[src/rtl/serial_adder_ctrl.sv]
// serial_adder_ctrl
//   Bit-serial adder controller. Accepts two WIDTH-bit operands and a carry-in
//   on a valid/ready handshake, walks them LSB-first through a single 1-bit
//   full adder over WIDTH clock cycles, and presents {cout, sum} on a second
//   valid/ready handshake. This costs WIDTH cycles of latency but needs only
//   one full-adder cell of arithmetic.
//
// Ports
//   clk        clock, all state changes on the rising edge
//   rst        synchronous active-high reset
//   in_valid   operands a, b, cin are valid
//   in_ready   controller can accept operands (IDLE only)
//   a, b       WIDTH-bit operands
//   cin        carry-in
//   out_valid  sum/cout are valid (DONE only)
//   out_ready  consumer accepts the result
//   sum        WIDTH-bit result, held until the next result is loaded
//   cout       carry-out, held with sum
//   busy       high while an operation is in RUN or DONE

// One-bit full adder: the only arithmetic cell in the controller.
module full_adder (
  input  logic A,
  input  logic B,
  input  logic C,
  output logic S,
  output logic Co
);

  assign S  = A ^ B ^ C;
  assign Co = (A & B) | (C & (A ^ B));

endmodule

module serial_adder_ctrl #(
  parameter int WIDTH = 8
) (
  input  logic             clk,
  input  logic             rst,
  input  logic             in_valid,
  output logic             in_ready,
  input  logic [WIDTH-1:0] a,
  input  logic [WIDTH-1:0] b,
  input  logic             cin,
  output logic             out_valid,
  input  logic             out_ready,
  output logic [WIDTH-1:0] sum,
  output logic             cout,
  output logic             busy
);

  // The counter must be able to hold WIDTH itself.
  localparam int CW = $clog2(WIDTH + 1);
  localparam logic [CW-1:0] LAST_COUNT = CW'(WIDTH - 1);

  typedef enum logic [1:0] {
    IDLE,
    RUN,
    DONE
  } state_t;

  state_t           state_q, state_d;
  logic [WIDTH-1:0] aShift_q, aShift_d;
  logic [WIDTH-1:0] bShift_q, bShift_d;
  logic [WIDTH-1:0] sShift_q, sShift_d;
  logic             carry_q, carry_d;
  logic [CW-1:0]    count_q, count_d;
  logic [WIDTH-1:0] sum_q, sum_d;
  logic             cout_q, cout_d;

  logic             faSum;
  logic             faCarry;
  logic [WIDTH-1:0] sShiftNext;

  // The lowest sum-shift bit is always shifted out before it can reach the
  // result, so it is intentionally left unread.
  logic             unusedShiftLsb;
  assign unusedShiftLsb = sShift_q[0];

  full_adder uFullAdder (
    .A  (aShift_q[0]),
    .B  (bShift_q[0]),
    .C  (carry_q),
    .S  (faSum),
    .Co (faCarry)
  );

  // New sum bits enter at the MSB, so after WIDTH shifts bit 0 of the
  // operands has landed at bit 0 of the result.
  assign sShiftNext = {faSum, sShift_q[WIDTH-1:1]};

  // Next-state logic. sum/cout only change on the final RUN edge so the
  // previous result stays visible through IDLE and the next RUN.
  always_comb begin
    state_d  = state_q;
    aShift_d = aShift_q;
    bShift_d = bShift_q;
    sShift_d = sShift_q;
    carry_d  = carry_q;
    count_d  = count_q;
    sum_d    = sum_q;
    cout_d   = cout_q;
    case (state_q)
      IDLE: begin
        if (in_valid) begin
          aShift_d = a;
          bShift_d = b;
          carry_d  = cin;
          count_d  = '0;
          state_d  = RUN;
        end
      end
      RUN: begin
        aShift_d = aShift_q >> 1;
        bShift_d = bShift_q >> 1;
        sShift_d = sShiftNext;
        carry_d  = faCarry;
        count_d  = count_q + CW'(1);
        if (count_q == LAST_COUNT) begin
          sum_d   = sShiftNext;
          cout_d  = faCarry;
          state_d = DONE;
        end
      end
      DONE: begin
        if (out_ready) begin
          state_d = IDLE;
        end
      end
      default: begin
        state_d = IDLE;
      end
    endcase
  end

  // State register. Reset wins over any handshake and aborts an in-flight
  // operation without ever raising out_valid for it.
  always_ff @(posedge clk) begin
    if (rst) begin
      state_q  <= IDLE;
      aShift_q <= '0;
      bShift_q <= '0;
      sShift_q <= '0;
      carry_q  <= 1'b0;
      count_q  <= '0;
      sum_q    <= '0;
      cout_q   <= 1'b0;
    end else begin
      state_q  <= state_d;
      aShift_q <= aShift_d;
      bShift_q <= bShift_d;
      sShift_q <= sShift_d;
      carry_q  <= carry_d;
      count_q  <= count_d;
      sum_q    <= sum_d;
      cout_q   <= cout_d;
    end
  end

  // Handshake flags decode straight from the state register, so there is
  // no combinational path from any input to them.
  assign in_ready  = (state_q == IDLE);
  assign out_valid = (state_q == DONE);
  assign busy      = (state_q == RUN) || (state_q == DONE);
  assign sum       = sum_q;
  assign cout      = cout_q;

endmodule

[config.mk]
export PLATFORM = sky130hd
export DESIGN_NAME = serial_adder_ctrl
export DESIGN_NICKNAME = d
export VERILOG_FILES = /design/src/rtl/serial_adder_ctrl.sv
export SDC_FILE = /design/constraint.sdc
export NUM_CORES = 1
export LEC_CHECK = 0
export CORE_MARGIN = 2
export CORE_UTILIZATION = 54
export CTS_BUF_LIST = sky130_fd_sc_hd__clkbuf_16
export DETAILED_ROUTE_END_ITERATION = 6
export GPL_TIMING_DRIVEN = 0
export PLACE_DENSITY = 0.83
export SETUP_SLACK_MARGIN = 0.4
export SLEW_MARGIN = 20
export SYNTH_ARGS = -nofsm -noshare
export SYNTH_HDL_FRONTEND = slang
export SYNTH_HIERARCHICAL = 1
export SYNTH_SLANG_ARGS = --single-unit
export TNS_END_PERCENT = 100
[constraint.sdc]
create_clock -name clk -period 2.48 [get_ports clk]
set_clock_uncertainty 0.15 [all_clocks]
set_input_delay 0.248 -clock clk [delete_from_list [all_inputs] [get_ports clk]]
set_output_delay 0.248 -clock clk [all_outputs]
set_load 0.1 [all_outputs]
==> results of run 1 <==
placed cells by master (no fill, tap or decap), drive strengths merged, types with 2 or more instances in the layout:
| cell | synthesis | layout |
|---|---|---|
| clkdlybuf4s50 | 0 | 20 |
| nand4b | 2 | 2 |
| a211oi | 16 | 16 |
| buf | 6 | 6 |
| dlygate4sd2 | 0 | 9 |
| clkbuf | 6 | 11 |
| dfxtp | 39 | 39 |
| ha | 4 | 4 |
| nand3 | 2 | 2 |
| clkdlybuf4s15 | 0 | 3 |
| mux2i | 24 | 24 |
| nor2b | 3 | 3 |
| nand2 | 22 | 22 |
| a21oi | 13 | 13 |
| nor2 | 23 | 23 |
| clkinv | 0 | 2 |
| nand3b | 4 | 4 |
| or2b | 2 | 2 |
| inv | 2 | 2 |
kinds of logic (layout without fill, tap and decap cells):
logic type | count (synthesis) | in the layout | share of synthesized area (%)
buffers and inverters | 14 | 54 | 3.59
AND/OR/NAND/NOR | 63 | 63 | 17.9
multiplexers | 25 | 25 | 15.0
adder cells (fa/ha/maj) | 5 | 5 | 4.19
AO/OA/AOI/OAI | 33 | 33 | 12.7
flip-flops | 39 | 39 | 46.6
worst max-delay path, stage by stage (launching register included):
cell and delay, ps:
dfxtp_1 360, inv_1 110, ha_4 270, clkdlybuf4s15_2 540
layout make-up:
type	count	area (um^2)	area share [%]
Inverter	2	7.51	0.339
Sequential cell	39	781	35.3
Tap cell	33	41.3	1.87
Buffer	12	52.6	2.37
Clock buffer	5	125	5.65
Multi-Input combinational cell	126	850	38.4
Timing Repair Buffer	32	313	14.1
Clock inverter	3	43.8	1.98
worst max path at each step:
stage / startpoint / slack, ps / endpoint / depth (start not counted)
global placement: state_q[0]$_SDFFE_PP0P_ / 280 / busy / 3
floorplan: state_q[0]$_SDFFE_PP0P_ / 490 / state_q[1]$_SDFFE_PP0P_ / 5
CTS: state_q[0]$_SDFFE_PP0P_ / 510 / busy / 3
global route: state_q[0]$_SDFFE_PP0P_ / 470 / busy / 3
detailed placement: state_q[0]$_SDFFE_PP0P_ / 240 / busy / 3
finish: state_q[0]$_SDFFE_PP0P_ / 510 / busy / 3
Yosys cell counts:
library cell / n / area share, %
nor2_1: 23 / 5.2
nand2b_1: 1 / 0.37
nor2b_1: 3 / 1.1
or2b_1: 2 / 0.90
ha_1: 4 / 3.0
mux2i_1: 24 / 14
nor3b_1: 1 / 0.45
a211oi_1: 16 / 7.2
fa_1: 1 / 1.2
nand3b_1: 4 / 1.8
a32oi_1: 1 / 0.52
clkbuf_1: 6 / 1.3
nand2_1: 22 / 4.9
nor3_1: 1 / 0.30
and4b_1: 1 / 0.60
mux2_2: 1 / 0.67
inv_1: 2 / 0.45
o31ai_1: 1 / 0.45
a31oi_1: 1 / 0.37
buf_2: 6 / 1.8
nand4b_1: 2 / 1.0
or4b_1: 1 / 0.60
nand3_1: 2 / 0.60
a21oi_1: 13 / 3.9
o21ai_0: 1 / 0.30
dfxtp_1: 39 / 47
stage by stage:
stage | power, W | instance area, um^2 | utilization [%]
2_1_floorplan | 0.00127 | 1690 | -
3_3_place_gp | 0.00138 | 2050 | 68.2
3_5_place_dp | 0.00141 | 2050 | 68.2
4_1_cts | 0.00215 | 2210 | 73.6
5_1_grt | 0.00225 | 2210 | 73.7
6_report | 0.00215 | 2210 | 73.7
where the power goes:
part	switching (W)	leakage, nW	total [W]	internal (W)
registers	0.0000533	0.319	0.000766	0.000712
logic	0.000384	0.464	0.000647	0.000264
clock network	0.000263	0.0838	0.000738	0.000474
state kept, by name (all words and copies together) (netlist names):
| name | cells |
|---|---|
| bShift_q | 8 |
| sum | 8 |
| aShift_q | 8 |
| cout | 1 |
| carry_q | 1 |
| count_q | 4 |
| state_q | 2 |
| sShift_q | 7 |
metal layers:
metal / wire, um / share of wire, %
met3: 146 / 3.8
met4: 73 / 1.9
met5: 0 / 0
met2: 1970 / 51
met1: 1660 / 43
what timing repair did:
item / CTS / global route
endpoints found under the setup margin: 12 / 1
hold buffers: 0 / 0
resized for setup: 18 / 1
==> results.yml, run 1 <==
run_status:
  status: "finished, final reports clean"
cts:
  htreeDepth: 2
  cts_max_path_buffers: 2
  cts_sinks: 39
  cts.clk_slew.worst_paths_ps: 60
  root_buffer: "clkbuf_16"
  insertion_delay_ps: 280
  cts_tree: "done"
  cts_made_buffers: 5
  postCtsSetupRepairBufs: 0
hold_path:
  hold_start: "cout$_SDFFE_PP0P_"
  min_path_cells: 2
  hold_path_class: "reg2reg"
  hold_path_end: "cout$_SDFFE_PP0P_"
setup_path:
  crit_fanout: 3
  r2r_start: "state_q[1]$_SDFFE_PP0P_"
  r2r_slack_ps: 600
  critPathArrivalTime_ps: 1580
  rr_worst_depth: 6
  r2r-end: "count_q[3]$_SDFFE_PP0P_"
  cp-end-kind: "primary output"
  critPathKind: "reg2out"
  start_kind: "flop"
  worstPathRequired_ps: 2080
synth:
  synth_area_per_cell_um2: 9.35
  synth_fp_nets: 205
  ys_seq_area_share_pct: 46.6
  ys_seq_elements: 39
  syn_inst: 179
  synth_cell_types: 26
  yosys_warnings: 6
  syn_area_mm2: 0.00167
routing:
  via_count: 1454
  viasPerCell: 5.77
  drc_errors: 0
  wire_per_inst_um: 15.3
  wirelength_um: 3850
  drt_pass1_iterations: 4
  drtIter0Drc: 125
  antenna_left: 0
sta:
  final.period_utilization_pct: 79.6
  max_freq_mhz: 507
  max_slew_margin_pct: 36.4
  min_period_ps: 1970
  rsz0062_at_grt: "no"
  setup_viol_count_final: 0
  drv_slew: 0
  tightest_slew_ps: 959
  finalSetupTns_ps: 0
  setup_ws_ps: 506
  whs_ps: 299
  final_hold_viol_count: 0
final_layout:
  nFillCells: 227
  diodes: 0
  drive_above_1_share_pct: 9.13
  syn_to_final_growth_pct: 32.2
  nNetsFinal: 244
  final_cells: 252
placed_design:
  hpwl_um: 2650
  place_inst: 244
  detailedPlace.worstSlack_ps: 239
  numPortBuffers: 32
  gp_congestion: 0.768
die:
  die_y_um: 59.7
  start_util_pct: 55.8
  rows: 20
  core_mm2: 0.00300
  die_width_um: 59.7
  die-area_mm2: 0.00356
  pin_count: 33
global_route:
  grt.total_usage_pct: 24.8
  overflow: 0
  antenna_found_initial: 0
  grt_max_degree: 14
  grt_pass1_vias: 1446
  met2_usage_pct: 42.1
  grt_pass1_wl_um: 6600
  top_usage_layer: "met2"
  gr-usage-met1_pct: 29.8
  grt_use_met3_pct: 5.63
job:
  cap_violations: 0
pwr:
  cellPowerDensity_mw_per_mm2: 972
  p_leak_nw: 0.866
  peakVddDrop_mv: 0.662
Note: power is estimated with default switching activity, not from simulation.
==> run 2: changes to the inputs <==
- CORE_UTILIZATION: 54 -> 45
- PLACE_DENSITY: 0.83 -> 0.74
- clock period: 2.48 -> 1.7 ns (I/O delays scaled with it)
==> run 2 against run 1 <==
  * The run now ends with negative setup slack left
  * Routed wire length rose by 48%
  * Combinational power rose to 3.0 times the previous value
  * Hold slack improved by 7.9 ps
  * Non-clock buffer count rose by 20
  * Final cell count rose by 14%
  * Sequential share of layout area fell by 8.1 points
  * Utilization rose by 7.1 points
  * Register-to-register slack got worse by 600 ps
  * Die area rose by 19%
  * Via count rose by 10%
  * Global-route usage fell by 1.4 points
  * Critical path type is now reg2reg
==> results.yml, run 2 (synthesis results as in run 1) <==
run_status:
  status: "finished, violations left"
  violations: "negative setup slack"
cts:
  htreeDepth: 2
  cts_made_buffers: 5
  root_buffer: "clkbuf_16"
  holdBufCountCts: 0
  cts.clk_slew.worst_paths_ps: 60
  insertion_delay_ps: 280
  cts_tree: "done"
  cts_sinks: 39
  cts_max_path_buffers: 2
routing:
  viasPerCell: 5.59
  antenna_left: 0
  drtIter0Drc: 87
  via_count: 1604
  drt_pass1_iterations: 4
  wire_per_inst_um: 19.8
  wirelength_um: 5690
  drc_errors: 0
sta:
  finalSetupTns_ps: -1.43
  final.period_utilization_pct: 100
  drv_slew: 0
  max_slew_margin_pct: 49.4
  tightest_slew_ps: 760
  final_hold_viol_count: 0
  setup_ws_ps: -1.43
  max_freq_mhz: 588
  rsz0062_at_grt: "yes"
  setup_viol_count_final: 1
  min_period_ps: 1700
pwr:
  combinationalPowerShare_pct: 48.0
  swShare_pct: 34.3
  clockPowerShare_pct: 22.7
  p_leak_nw: 1.09
  cellPowerDensity_mw_per_mm2: 1380
  p_sw_w: 0.00138
  p_seq_share_pct: 29.3
  intPower_w: 0.00264
  peakVddDrop_mv: 0.904
  total_power_w: 0.00401
setup_path:
  start_kind: "flop"
  crit_fanout: 8
  critPathArrivalTime_ps: 1710
  slowest_delay_ps: 370
  slowest_stage: "mux2_4"
  rr_worst_depth: 7
  cp_num_cells: 7
  cp-end-kind: "flop"
  path_cells: "inv_4, ha_4, buf_8, mux2_4, buf_16, nor2_1, a211oi_1"
  critPathKind: "reg2reg"
  worstPathRequired_ps: 1700
  path_buf_inv: 3
  cpLargestDelayFamily: "multiplexers"
die:
  die-area_mm2: 0.00422
  die_width_um: 65.0
  start_util_pct: 46.4
  die_y_um: 65.0
  pin_count: 33
  rows: 22
  core_mm2: 0.00361
placed_design:
  gp_congestion: 0.748
  hpwl_um: 2740
  numPortBuffers: 32
final_layout:
  nNetsFinal: 264
  syn_to_final_growth_pct: 74.1
  layout_common_cells: "dfxtp_1 (35), mux2i_1 (22), clkdlybuf4s50_1 (20)"
  final_common_cell: "dfxtp_1"
  diodes: 0
  drive_above_1_share_pct: 43.1
global_route:
  grt_pass1_vias: 1646
  antenna_found_initial: 0
  overflow: 0
  grt_pass1_wl_um: 7590
  grt.total_usage_pct: 23.4
  grt_max_degree: 13
job:
  cap_violations: 0
hold_path:
  hold_path_class: "reg2reg"
  min_path_cells: 2
[run 2: cell types whose count changed in the layout (fill, tap and decap cells not counted), moves of 9 or more]
| cell | delta |
|---|---|
| buf_4 | +17 |
| a211oi_2 | +13 |
| a211oi_1 | -14 |
| nor2_1 | -12 |
| dlygate4sd2_1 | -9 |
| nor2_4 | +9 |
[run 2: worst register-to-register path: cells and delay by family (launching register included)]
| family | cells | cell delay (ps) |
|---|---|---|
| buf+inv | 3 | 370 |
| fa+ha+maj | 1 | 160 |
| simple gates | 1 | 120 |
| compound gates | 1 | 60 |
| mux | 1 | 370 |
| flops | 1 | 360 |
[run 2: path summary, 6_finish.rpt]
check	slack, ps	to	startpoint
min reg2reg	310	sum[1]$_SDFFE_PP0P_	sum[1]$_SDFFE_PP0P_
min	310	sum[1]$_SDFFE_PP0P_	sum[1]$_SDFFE_PP0P_
max	-1	bShift_q[3]$_SDFFE_PP0P_	state_q[1]$_SDFFE_PP0P_
max reg2reg	-1	bShift_q[3]$_SDFFE_PP0P_	state_q[1]$_SDFFE_PP0P_
[run 2: repair_timing]
item,CTS,global route
gates cloned,3,4
pin swaps,3,14
buffers inserted,7,6
resized for setup,112,53
endpoints found under the setup margin,51,42
[run 2: power by group through the flow]
| stage | logic [W] | clock network [W] | registers, W |
|---|---|---|---|
| 3_3_place_gp | 0.00103 | 0 | 0.00114 |
| 5_1_grt | 0.00200 | 0.000953 | 0.00119 |
| 2_1_floorplan | 0.000880 | 0 | 0.00112 |
| 6_report | 0.00192 | 0.000910 | 0.00118 |
| 3_5_place_dp | 0.00107 | 0 | 0.00114 |
| 4_1_cts | 0.00144 | 0.000899 | 0.00114 |
[run 2: final cells by class]
| class | count | area (um^2) |
|---|---|---|
| Sequential cell | 39 | 793 |
| Inverter | 2 | 12.5 |
| Timing Repair Buffer | 52 | 619 |
| Buffer | 12 | 158 |
| Fill cell | 198 | 691 |
| Clock inverter | 3 | 16.3 |
| Tap cell | 48 | 60.1 |
| Clock buffer | 5 | 125 |
| Multi-Input combinational cell | 126 | 1130 |
[run 2: stage by stage]
stage / utilization, % / cell area, um^2 / hold WS (ps) / instances / setup WS, ps
floorplan: - / 1790 / 182 / 179 / 5.70
global placement: 60.1 / 2170 / 294 / 259 / -363
detailed placement: 60.1 / 2170 / 299 / 259 / -367
CTS: 71.2 / 2570 / 308 / 277 / 39.1
global route: 80.8 / 2920 / 337 / 287 / -94.3
finish: 80.8 / 2920 / 307 / 287 / -1.43
[run 2: routing by layer]
layer,track usage [%],part of all wire [%],vias to the layer above
met5,0,0,-
met4,8.51,2.5,0
met3,4.69,4.0,17
met2,42.3,55,47
met1,27.0,38,786
li1,-,-,754
